## src/rtl/seq_divider32.sv

```systemverilog
// Multi-cycle unsigned restoring divider: one quotient bit per clock, start/done handshake.
// Q, R and div_by_zero update only when an operation completes and hold until the next one does.
module seq_divider32 #(
  parameter int unsigned WIDTH = 32
) (
  input  logic             clk,
  input  logic             rst,
  input  logic             start,
  input  logic [WIDTH-1:0] N,
  input  logic [WIDTH-1:0] D,
  output logic [WIDTH-1:0] Q,
  output logic [WIDTH-1:0] R,
  output logic             busy,
  output logic             done,
  output logic             div_by_zero
);

  localparam int unsigned CW = $clog2(WIDTH);
  localparam logic [CW-1:0] CntInit = CW'(WIDTH - 1);

  typedef enum logic [1:0] {StIdle, StRun, StDone} state_e;

  state_e           r_state, w_state_next;
  logic [CW-1:0]    r_cnt;
  logic [WIDTH-1:0] r_quo, r_div, r_rem;
  logic [WIDTH-1:0] r_q, r_r;
  logic             r_dbz;

  logic [WIDTH-1:0] w_rem_sh, w_rem_next, w_quo_next;
  logic [WIDTH:0]   w_trial;
  logic             w_borrow;

  // One restoring step: shift in the next dividend bit, keep the difference if no borrow.
  always_comb begin
    w_rem_sh   = {r_rem[WIDTH-2:0], r_quo[WIDTH-1]};
    w_trial    = {1'b0, w_rem_sh} - {1'b0, r_div};
    w_borrow   = w_trial[WIDTH];
    w_rem_next = w_borrow ? w_rem_sh : w_trial[WIDTH-1:0];
    w_quo_next = {r_quo[WIDTH-2:0], ~w_borrow};
  end

  always_ff @(posedge clk or posedge rst) begin
    if (rst) begin
      r_state <= StIdle;
    end else begin
      r_state <= w_state_next;
    end
  end

  always_comb begin
    w_state_next = r_state;
    unique case (r_state)
      StIdle: begin
        if (start) begin
          w_state_next = (D == '0) ? StDone : StRun;
        end
      end
      StRun: begin
        if (r_cnt == '0) begin
          w_state_next = StDone;
        end
      end
      StDone:  w_state_next = StIdle;
      default: w_state_next = StIdle;
    endcase
  end

  always_ff @(posedge clk or posedge rst) begin
    if (rst) begin
      r_cnt <= '0;
      r_quo <= '0;
      r_div <= '0;
      r_rem <= '0;
      r_q   <= '0;
      r_r   <= '0;
      r_dbz <= 1'b0;
    end else begin
      unique case (r_state)
        StIdle: begin
          if (start) begin
            r_quo <= N;
            r_div <= D;
            r_rem <= '0;
            if (D == '0) begin
              r_q   <= '1;
              r_r   <= N;
              r_dbz <= 1'b1;
            end else begin
              r_cnt <= CntInit;
            end
          end
        end
        StRun: begin
          r_quo <= w_quo_next;
          r_rem <= w_rem_next;
          r_cnt <= r_cnt - 1'b1;
          if (r_cnt == '0) begin
            r_q   <= w_quo_next;
            r_r   <= w_rem_next;
            r_dbz <= 1'b0;
          end
        end
        default: ;
      endcase
    end
  end

  assign busy        = (r_state != StIdle);
  assign done        = (r_state == StDone);
  assign Q           = r_q;
  assign R           = r_r;
  assign div_by_zero = r_dbz;

endmodule

```

## config.mk

```make
export PLATFORM = sky130hd
export DESIGN_NAME = seq_divider32
export DESIGN_NICKNAME = d
export VERILOG_FILES = /design/src/rtl/seq_divider32.sv
export SDC_FILE = /design/constraint.sdc
export NUM_CORES = 1
export LEC_CHECK = 0
export BUFFER_PORTS_ARGS = -buffer_cell sky130_fd_sc_hd__buf_2
export CAP_MARGIN = 10
export CORE_MARGIN = 4
export CORE_UTILIZATION = 53
export CTS_CLUSTER_DIAMETER = 40
export CTS_CLUSTER_SIZE = 16
export DETAILED_ROUTE_END_ITERATION = 10
export GPL_TIMING_DRIVEN = 1
export PLACE_DENSITY = 0.85
export SYNTH_ARGS = -nofsm -noshare
export SYNTH_HDL_FRONTEND = slang
export SYNTH_SLANG_ARGS = --single-unit
```

## constraint.sdc

```tcl
create_clock -name clk -period 6.85 [get_ports clk]
set_input_delay 0.685 -clock clk [delete_from_list [all_inputs] [get_ports clk]]
set_output_delay 0.685 -clock clk [all_outputs]
set_load 0.01 [all_outputs]
```

==> flow_summary.yaml <==
grt:
  grt_pass1_vias: 7632
  grt.total_usage_pct: 26.75
  grt.overflow.total: 0
  antenna_found_initial: 0
  grt_max_degree: 98
  grt_pass1_wl_um: 38990
critical_path:
  cp_slowest_cell: "nor3_4"
  cp_data_required_time_ns: 7.14
  max_stage_delay_ns: 0.66
  path_cells: "ha_1, a21oi_1, o21ai_0, a31oi_1, o21a_1, a211oi_2, nor3_4, buf_4, and3b_1, a211oi_1, o21ai_0"
  worstPathArrival_ns: 4.25
  crit_path_start_kind: "flop"
  crit_top_cell: "o21ai_0"
  cp_max_fo: 44
  critical_path_class: "flop to flop"
  cp-end-kind: "flop"
sta:
  max_freq_mhz: 252.8
  rsz0062_at_grt: "false"
  finalSetupViolations: 0
  setup_ws_ns: 2.894
  slew_violations: 0
  slew_headroom_pct: 30.35
  fin_skew_ns: 0.01058
  period_needed_ns: 3.956
  fin_setup_tns_ns: 0
  hold_viol_final: 0
  min_period_over_period_pct: 57.75
  tightest_slew_ns: 1.045
cts:
  cts-htree-levels: 4
  cts_setup_buffers: 0
  holdBufCountCts: 0
  cts.sinks: 167
  path_clk_slew_ns: 0.07
  clk_path_buf_depth: 2
  ctsResizeCount: 0
  insertion_delay_ns: 0.43
  clockRootBuffer: "clkbuf_16"
  cts_tree: "done"
  numCtsBuffers: 17
synthesis:
  post_synth.cell_area_avg_um2: 8.582
  synth_nets: 1129
  synth.ff_latch_count: 167
  ys_seq_area_share_pct: 47.46
  async_reset_ff_share_pct: 100.0
  yosysUniqueCellTypes: 53
  syn_inst: 1026
  ys.flop_type: "dfrtp_1"
  ys_warn_count: 0
  synth_edf_count: 0
  netlist_area_mm2: 0.008805
cells_and_area:
  fill_cells: 1332
  postLayoutCoreUtil_pct: 63.32
  register_area_mm2: 0.004179
  area_growth_pct: 15.49
  final_cells: 1351
  diodes: 0
  multi_input_area_mm2: 0.004202
  num-nets-final: 1225
  drive_gt1_share_pct: 16.56
detailed_routing:
  drt_iter0_drc: 914
  postRouteAntennaNets: 0
  route.detailed.drc: 0
  drt_first_pass_iters: 6
  num_vias: 8095
  wl_per_cell_um: 18.10
  routed_via_density: 5.992
  routed_wirelength_um: 24460
run_status:
  status: "completed"
floorplanning:
  ios: 134
  die_h_um: 136.9
  rows: 46
  dieWidth_um: 136.9
  die-area_mm2: 0.01874
  core_mm2: 0.01606
  start_util_pct: 54.83
power_and_ir_drop:
  pwr_density_cell_mw_per_mm2: 632.6
  ir_drop_uv: 335.5
  p_leak_uw: 0.004516
  p_total_uw: 6433
placed_design:
  place_hpwl_um: 17320
  gp_congestion: 0.9156
  io_buffers: 133
  place_inst: 1319
  place_ws_ns: 2.580
flow_run:
  maxCapViolations: 0
hold_path:
  hp-class: "primary input to asynchronous set/reset pin"
[critical path, delay by kind of cell (launching register included)]
family,cells,cell delay [ns]
AOI/OAI and AO/OA,7,1.57
and+or+nand+nor,2,0.92
buffers and inverters,1,0.55
DFF,1,0.40
adders and majority gates,1,0.37
[cells by family (layout without fill, tap and decap cells)]
logic type / Yosys count / after routing / share of synthesized area, %
buf+inv: 109 / 218 / 5.016
flops: 167 / 167 / 47.46
compound gates: 286 / 286 / 18.97
xor+xnor: 30 / 30 / 2.984
mux: 8 / 8 / 0.9095
simple gates: 390 / 390 / 19.45
fa+ha+maj: 36 / 36 / 5.201
[cell usage after synthesis (2+ instances only)]
| cell | instances | area (um2) |
|---|---|---|
| nor4b_1 | 2 | 17.52 |
| nor2b_1 | 7 | 43.79 |
| nand2b_1 | 11 | 68.82 |
| inv_1 | 44 | 165.2 |
| xor2_1 | 13 | 113.9 |
| nand2_1 | 165 | 619.3 |
| and3_1 | 7 | 43.79 |
| a21o_1 | 6 | 45.04 |
| nand3_1 | 45 | 225.2 |
| buf_6 | 3 | 33.78 |
| dfrtp_1 | 167 | 4179 |
| buf_2 | 8 | 40.04 |
| nor3_1 | 12 | 60.06 |
| o211ai_1 | 21 | 157.7 |
| a21oi_2 | 3 | 26.28 |
| or3_1 | 4 | 25.02 |
| nor4_1 | 9 | 56.30 |
| o21ai_1 | 19 | 95.09 |
| a2111oi_0 | 2 | 17.52 |
| a211oi_1 | 8 | 60.06 |
| mux2i_1 | 8 | 80.08 |
| a31oi_1 | 42 | 262.8 |
| o21ai_0 | 71 | 355.3 |
| nor2_1 | 109 | 409.1 |
| o21bai_1 | 4 | 30.03 |
| a211o_1 | 2 | 17.52 |
| nand4_1 | 8 | 50.05 |
| xnor2_1 | 17 | 148.9 |
| and2_1 | 5 | 31.28 |
| a21boi_0 | 2 | 15.01 |
| clkbuf_1 | 48 | 180.2 |
| a21oi_1 | 93 | 465.5 |
| buf_1 | 5 | 18.77 |
| o21a_1 | 3 | 22.52 |
| ha_1 | 35 | 437.9 |
[sequential cells by signal (all words and copies together), names as in the netlist]
register	cells
Q	32
R	32
r_div	32
r_quo	32
r_rem	31
r_cnt	5
r_state	2
div_by_zero	1
[stage by stage]
step | instance area, um2 | hold slack [ns]
6_report | 10170 | 0.4247
5_1_grt | 10170 | 0.4716
4_1_cts | 10170 | 0.4592
3_5_place_dp | 9550 | 0.4808
3_3_place_gp | 9550 | 0.4589
2_1_floorplan | 8805 | 0.4719
[area by class of cell]
| type | count | share of cell area, % |
|---|---|---|
| multi-input cells | 750 | 41.32 |
| flip-flops and latches | 167 | 41.10 |
| repair buffers | 141 | 7.137 |
| clock buffers | 18 | 4.319 |
| well taps | 216 | 2.658 |
| clock inverters | 14 | 1.760 |
| inverters | 45 | 1.710 |
[power by group]
| part | total, uW | switching (uW) | internal (uW) | leakage (uW) |
|---|---|---|---|---|
| combinational | 3680 | 2320 | 1350 | 0.00232 |
| clock | 1010 | 444 | 566 | 0.000303 |
| sequential | 1750 | 297 | 1450 | 0.00189 |
[placed cells by master, fill, tap and decap left out, types with 10 or more instances in the layout]
cell type,instances
buf_2,133
o21ai_0,71
nand3_1,45
nor2_1,109
o21ai_1,19
xor2_1,13
nor3_1,12
nand2_1,164
inv_1,43
ha_1,35
o211ai_1,21
clkbuf_16,17
nand2b_1,10
xnor2_1,17
dfrtp_1,167
a21oi_1,93
a31oi_1,42
[path summary, 6_finish.rpt]
path	start	endpoint	slack, ns	depth (start not counted)
setup reg to reg	r_rem[16]	R[11]	2.89	11
hold / removal	rst	R[8]	0.42	2
hold reg to reg	R[17]	R[17]	0.50	2
max in group asynchronous	rst	R[12]	4.97	3
setup / recovery	r_rem[16]	R[11]	2.89	11
min in group clk	D[24]	r_div[24]	0.47	3
[metal layers]
layer	track usage, %	share of wire, %
met5	0	0
met2	40.83	45
met3	5.257	9.4
met1	37.84	42
met4	10.53	3.7
No activity file was read; power rests on OpenSTA's default activity.
